$ cat config.mk
export PLATFORM = sky130hd
export DESIGN_NAME = ring_ready_tracker
export DESIGN_NICKNAME = d
export VERILOG_FILES = /design/src/rtl/ring_ready_tracker_pkg.sv /design/src/rtl/ring_ready_tracker_ptr.sv /design/src/rtl/ring_ready_tracker.sv
export SDC_FILE = /design/constraint.sdc
export NUM_CORES = 1
export LEC_CHECK = 0
export BUFFER_PORTS_ARGS = -buffer_cell sky130_fd_sc_hd__clkbuf_2
export CAP_MARGIN = 20
export CORE_AREA = 8 8 71 73
export CTS_BUF_LIST = sky130_fd_sc_hd__clkbuf_16
export DETAILED_ROUTE_END_ITERATION = 10
export DIE_AREA = 0 0 79 81
export PLACE_DENSITY = 0.44
export SLEW_MARGIN = 15
export SYNTH_ARGS = -nofsm -noshare
export SYNTH_HDL_FRONTEND = slang
export SYNTH_SLANG_ARGS = --single-unit
export TNS_END_PERCENT = 1
$ cat constraint.sdc
create_clock -name clk -period 4.2 [get_ports clk]
set_clock_uncertainty 0.15 [all_clocks]
set_input_delay 0.42 -clock clk [delete_from_list [all_inputs] [get_ports clk]]
set_output_delay 0.42 -clock clk [all_outputs]
set_load 0.05 [all_outputs]
$ cat src/rtl/ring_ready_tracker_pkg.sv
// Shared constants and pointer type for the ring ready tracker.
package ring_ready_tracker_pkg;

    localparam int DEF_BUFFER_WIDTH    = 2;
    localparam int DEF_BUFFER_SIZE     = 4;
    localparam int DEF_ALMOST_FULL_LVL = 3;

    // Ring pointer: wrap parity above the slot index. Comparing two of these
    // separates full (same index, different round) from empty (identical).
    typedef struct packed {
        logic                        round;
        logic [DEF_BUFFER_WIDTH-1:0] idx;
    } ptr_t;

endpackage

$ cat src/rtl/ring_ready_tracker_ptr.sv
// ring_ptr: slot index plus round bit, advancing modulo BufferSize.
module ring_ptr
    import ring_ready_tracker_pkg::*;
#(
    parameter int BufferWidth = DEF_BUFFER_WIDTH,
    parameter int BufferSize  = DEF_BUFFER_SIZE
) (
    input  logic                   clk,
    input  logic                   rst,
    input  logic                   flush,
    input  logic                   adv,
    output logic [BufferWidth-1:0] idx,
    output logic                   round
);

    localparam logic [BufferWidth-1:0] LastIdx = BufferWidth'(BufferSize - 1);

    logic [BufferWidth-1:0] idx_d, idx_q;
    logic                   round_d, round_q;

    // Next pointer: flush wins, otherwise step and toggle round on wrap.
    always_comb begin
        idx_d   = idx_q;
        round_d = round_q;
        if (flush) begin
            idx_d   = '0;
            round_d = 1'b0;
        end else if (adv) begin
            if (idx_q == LastIdx) begin
                idx_d   = '0;
                round_d = ~round_q;
            end else begin
                idx_d = idx_q + 1'b1;
            end
        end
    end

    // Pointer register with asynchronous clear.
    always_ff @(posedge clk or posedge rst) begin
        if (rst) begin
            idx_q   <= '0;
            round_q <= 1'b0;
        end else begin
            idx_q   <= idx_d;
            round_q <= round_d;
        end
    end

    assign idx   = idx_q;
    assign round = round_q;

endmodule

$ cat src/rtl/ring_ready_tracker.sv
// ring_ready_tracker: write/read pointers of a ring buffer with a registered
// per-slot ready map, occupancy count and full/empty/almost_full flags.
module ring_ready_tracker
    import ring_ready_tracker_pkg::*;
#(
    parameter int BufferWidth   = DEF_BUFFER_WIDTH,
    parameter int BufferSize    = DEF_BUFFER_SIZE,
    parameter int AlmostFullLvl = DEF_ALMOST_FULL_LVL
) (
    input  logic                   clk,
    input  logic                   rst,
    input  logic                   flush,
    input  logic                   wr_valid,
    output logic                   wr_ready,
    input  logic                   rd_en,
    output logic                   rd_valid,
    output logic [BufferWidth-1:0] W_Addr,
    output logic [BufferWidth-1:0] R_Addr,
    output logic                   W_Round,
    output logic                   R_Round,
    output logic [BufferSize-1:0]  Ready,
    output logic [BufferWidth:0]   count,
    output logic                   full,
    output logic                   empty,
    output logic                   almost_full
);

    localparam logic [BufferWidth:0] AfLvl = (BufferWidth + 1)'(AlmostFullLvl);

    logic                  wr_acc, rd_acc;
    logic [BufferSize-1:0] ready_d, ready_q;
    logic [BufferWidth:0]  count_d, count_q;
    logic                  almost_full_d, almost_full_q;

    // Handshakes qualify only on registered flags, so ready/valid never
    // depend combinationally on wr_valid or rd_en.
    assign wr_acc = wr_valid & ~full;
    assign rd_acc = rd_en & ~empty;

    ring_ptr #(.BufferWidth(BufferWidth), .BufferSize(BufferSize)) u_wr_ptr (
        .clk   (clk),
        .rst   (rst),
        .flush (flush),
        .adv   (wr_acc),
        .idx   (W_Addr),
        .round (W_Round)
    );

    ring_ptr #(.BufferWidth(BufferWidth), .BufferSize(BufferSize)) u_rd_ptr (
        .clk   (clk),
        .rst   (rst),
        .flush (flush),
        .adv   (rd_acc),
        .idx   (R_Addr),
        .round (R_Round)
    );

    // Flags straight from the pointer registers.
    assign empty    = (W_Addr == R_Addr) && (W_Round == R_Round);
    assign full     = (W_Addr == R_Addr) && (W_Round != R_Round);
    assign wr_ready = ~full;
    assign rd_valid = ~empty;

    // Next ready map / count; a write and read can never hit the same slot
    // in one cycle since that would need the ring both full and empty.
    always_comb begin
        ready_d = ready_q;
        count_d = count_q;
        if (flush) begin
            ready_d = '0;
            count_d = '0;
        end else begin
            if (wr_acc) ready_d[W_Addr] = 1'b1;
            if (rd_acc) ready_d[R_Addr] = 1'b0;
            if (wr_acc && !rd_acc) count_d = count_q + 1'b1;
            if (rd_acc && !wr_acc) count_d = count_q - 1'b1;
        end
        almost_full_d = (count_d >= AfLvl);
    end

    // Ready map, count and almost_full update on the pointer edge.
    always_ff @(posedge clk or posedge rst) begin
        if (rst) begin
            ready_q       <= '0;
            count_q       <= '0;
            almost_full_q <= 1'b0;
        end else begin
            ready_q       <= ready_d;
            count_q       <= count_d;
            almost_full_q <= almost_full_d;
        end
    end

    assign Ready       = ready_q;
    assign count       = count_q;
    assign almost_full = almost_full_q;

endmodule

==> reports/results.txt <==
The flow ran to the end, and the final reports show no timing, DRC or antenna violations. Dividing total power by cell area gives a power density of 562.3 nW/um^2. The signal on the critical path passes through xnor2_2 > nand3_4 > inv_2 > clkbuf_2. Portion of the post-synthesis area used by sequential elements: 0.3733.

STA classifies the critical path startpoint as a register. Post-cts hold buffer count: 0. The required time of the critical path came out at 3630 ps. Detailed-route vias per instance: 4.558. The die is 79 um wide. The tightest min-delay check is of the primary input to asynchronous set/reset pin type. In this run, synthesis produced a sequential element count of 14. Global-route usage over all layers: 0.07652. The number of remaining DRC errors was 0; the post-detailed-route wirelength per cell was 14.17 um. The logs give 1.812 mm for the HPWL after detailed placement and 0.6628 mW for the total power of the final layout.

The first global-routing pass estimated 3.912 mm of wire. The core area came out at 3914 um^2. The detail route stage leaves a number of antenna-violating nets equal to 0. The signal arrival time at the worst endpoint is 1730 ps.

For the final count of hold timing violations, the log shows 0. Among all stages on the critical path, the largest delay is contributed by sky130_fd_sc_hd__dfrtp_1. Measured along the y axis, the die boundary spans 81 um.

At the end of the flow, the number of nets in the layout was 132. The congestion estimate from routability-driven global placement came to 0.7299. The post-synthesis to final-layout area growth is 25.60%, and the number of warnings issued by yosys is 0. Summed over all layers, the global routing overflow is 0. The tools report the root buffer cell as sky130_fd_sc_hd__clkbuf_16. The number of cells on the worst reg-to-reg path is 6. The logs give 0 for the initial antenna violation count and 23 for the I/O pin total.

Hold is met by 56.64 ps. The logs give 26 for the number of distinct library cells after synthesis and 0 for the final count of negative-setup-slack endpoints. The repair_antennas step left the layout with diodes totalling 0. Number of CTS-inserted buffers: 3. The beginning of the critical path is u_wr_ptr.idx[0]. Counting tap cells, the placed design contains a total of 162 instances. Post-CTS repair changed the size of 0 cells.

The worst register-to-register path ends at almost_full. The headroom to the max-slew limit was 0.6269; the reported leakage power was 0.5780 nW. Of all nets on the critical path, the largest fanout is 10. STA classifies the critical path endpoint as a primary output. The run gives 0.2398 as the starting density of the core.

The peak per-stage delay on the critical path is 480 ps, and the synthesized instance count is 92. Entering global routing, the biggest net connects 16 pins. Setup repair after global routing left no endpoint under its margin.

TritonCTS built the clock tree. The setup check on the worst reg-to-reg path leaves a slack of 2010 ps. Clock-pin slew of the registers on the worst-case setup and hold paths: 40 ps. The die covers 6399 um^2. Across the run, the number of max-cap violations was 0. The via count of the first global-routing pass is 807. The final cycle utilization of the critical path was 0.5479. The routed design could run at a clock period as short as 2301 ps. The clock net in this run drives a total of 14 sinks. The kind of critical path is register to primary output. Setup total negative slack: 0 ps.

The worst register-to-register path begins at u_wr_ptr.idx[0]. For the routed via count, the log shows 752. Before antenna repair, the detailed router went through 4 iterations. Wires add up to 2.338 mm.

The number of setup buffers added after CTS came out at 0. At the pin with the least slew margin, the transition time is 559.0 ps. The insertion delay of the later-clocked pin in the worst-skew pair was 240 ps; the number of levels in the clock H-tree was 1. The worst-case IR drop observed on VDD is 0.2043 mV. The share of layout cells above drive strength 1 is 0.2957. The run gives 434.5 MHz as the top achievable clock speed. The fraction of the core area covered by cells at the end of the flow came out at 0.3012. The finished layout holds 165 standard cells, fillers aside.

The longest clock path from root to sink contains 2 buffers. Each instance of the synthesized netlist takes up on average 10.20 um^2. The tools report the final-report max-slew violation count as 0. The number of nets handed over by synthesis was 107.

After synthesis the cells add up to 938.4 um^2. The count of buffers added on input and output ports is 22. The first routing iteration left 21 violations. The initialized floorplan defines 23 standard-cell rows.
[per-stage QoR]
stage	area [um^2]	worst slack [ps]
2_1_floorplan	938.4	1590
3_3_place_gp	1104	2041
3_5_place_dp	1104	2005
4_1_cts	1179	1889
5_1_grt	1179	1780
6_report	1179	1899
[cell families (layout without fill, tap and decap cells)]
kind of cell,after synthesis,in the layout,share of synthesized area
AO/OA/AOI/OAI,24,24,0.1947
XOR/XNOR,11,11,0.1187
adder cells (fa/ha/maj),10,10,0.1333
buffers and inverters,14,37,0.05601
flip-flops,14,14,0.3733
AND/OR/NAND/NOR,19,19,0.1240
[critical path, delay by kind of cell (launching register included)]
kind | cells | cell delay (ps)
buffers and inverters | 2 | 380
AND/OR/NAND/NOR | 1 | 210
flip-flops | 1 | 480
XOR/XNOR | 1 | 410
[per-layer routing]
layer / GRT usage / share of wire / vias up
li1: - / - / 372
met1: 0.09314 / 0.49 / 361
met2: 0.1191 / 0.45 / 17
met3: 0.02428 / 0.048 / 2
met4: 0.03889 / 0.0086 / 0
met5: 0 / 0 / -
[registers in the layout, summed over array words and instances, names as in the netlist]
name            count
Ready               4
count               3
u_rd_ptr.idx        2
u_wr_ptr.idx        2
almost_full         1
u_rd_ptr.round      1
u_wr_ptr.round      1
[worst max-delay path by stage]
stage	end	slack, ps	depth (start not counted)
6_report	full	1900	4
5_1_grt	full	1780	4
4_1_cts	full	1890	4
3_5_place_dp	almost_full	2000	6
3_3_place_gp	almost_full	2040	6
2_1_floorplan	almost_full	1590	6
[cell usage in the layout (no fill, tap or decap), types with 2 or more instances in the layout]
| cell type | n |
|---|---|
| sky130_fd_sc_hd__o21ai_0 | 2 |
| sky130_fd_sc_hd__nand3_4 | 2 |
| sky130_fd_sc_hd__nand3_1 | 2 |
| sky130_fd_sc_hd__a211oi_1 | 3 |
| sky130_fd_sc_hd__inv_1 | 10 |
| sky130_fd_sc_hd__inv_2 | 2 |
| sky130_fd_sc_hd__xnor2_2 | 2 |
| sky130_fd_sc_hd__xor2_1 | 5 |
| sky130_fd_sc_hd__dfrtp_1 | 14 |
| sky130_fd_sc_hd__nand2_1 | 4 |
| sky130_fd_sc_hd__a21oi_1 | 5 |
| sky130_fd_sc_hd__ha_1 | 10 |
| sky130_fd_sc_hd__a31oi_1 | 3 |
| sky130_fd_sc_hd__o211ai_1 | 3 |
| sky130_fd_sc_hd__clkbuf_16 | 3 |
| sky130_fd_sc_hd__nor2_1 | 9 |
| sky130_fd_sc_hd__clkbuf_2 | 22 |
| sky130_fd_sc_hd__xnor2_1 | 4 |
| sky130_fd_sc_hd__o32ai_1 | 2 |
[Yosys cell counts, drive strengths merged]
master   n  area [um^2]
a211oi   3        22.52
a21oi    5        25.02
a221oi   1        8.760
a31oi    4        31.28
and4     1        8.760
clkbuf   2        7.510
dfrtp   14        350.3
ha      10        125.1
inv     12        45.05
nand2    4        15.01
nand3    4        45.04
nor2     9        33.78
o211a    1        10.01
o211ai   3        22.52
o21ai    2        10.01
o221ai   1        8.760
o311ai   1        16.27
o32a     1        10.01
o32ai    2        17.52
or4b     1        13.76
xnor2    6        67.56
xor2     5        43.79
[power breakdown]
part	switching [mW]	leakage [nW]	total [mW]	internal [mW]
combinational	0.218	0.351	0.305	0.0869
clock	0.0504	0.0370	0.175	0.124
sequential	0.0276	0.190	0.184	0.156
[layout make-up]
class                           instances  area, um^2
Clock buffer                            3       75.07
Multi-Input combinational cell         64       535.5
Inverter                               12       45.04
Tap cell                               50       62.56
Sequential cell                        14       350.3
Timing Repair Buffer                   22       110.1
Fill cell                             424        2735
No activity file was read; power rests on OpenSTA's default activity.
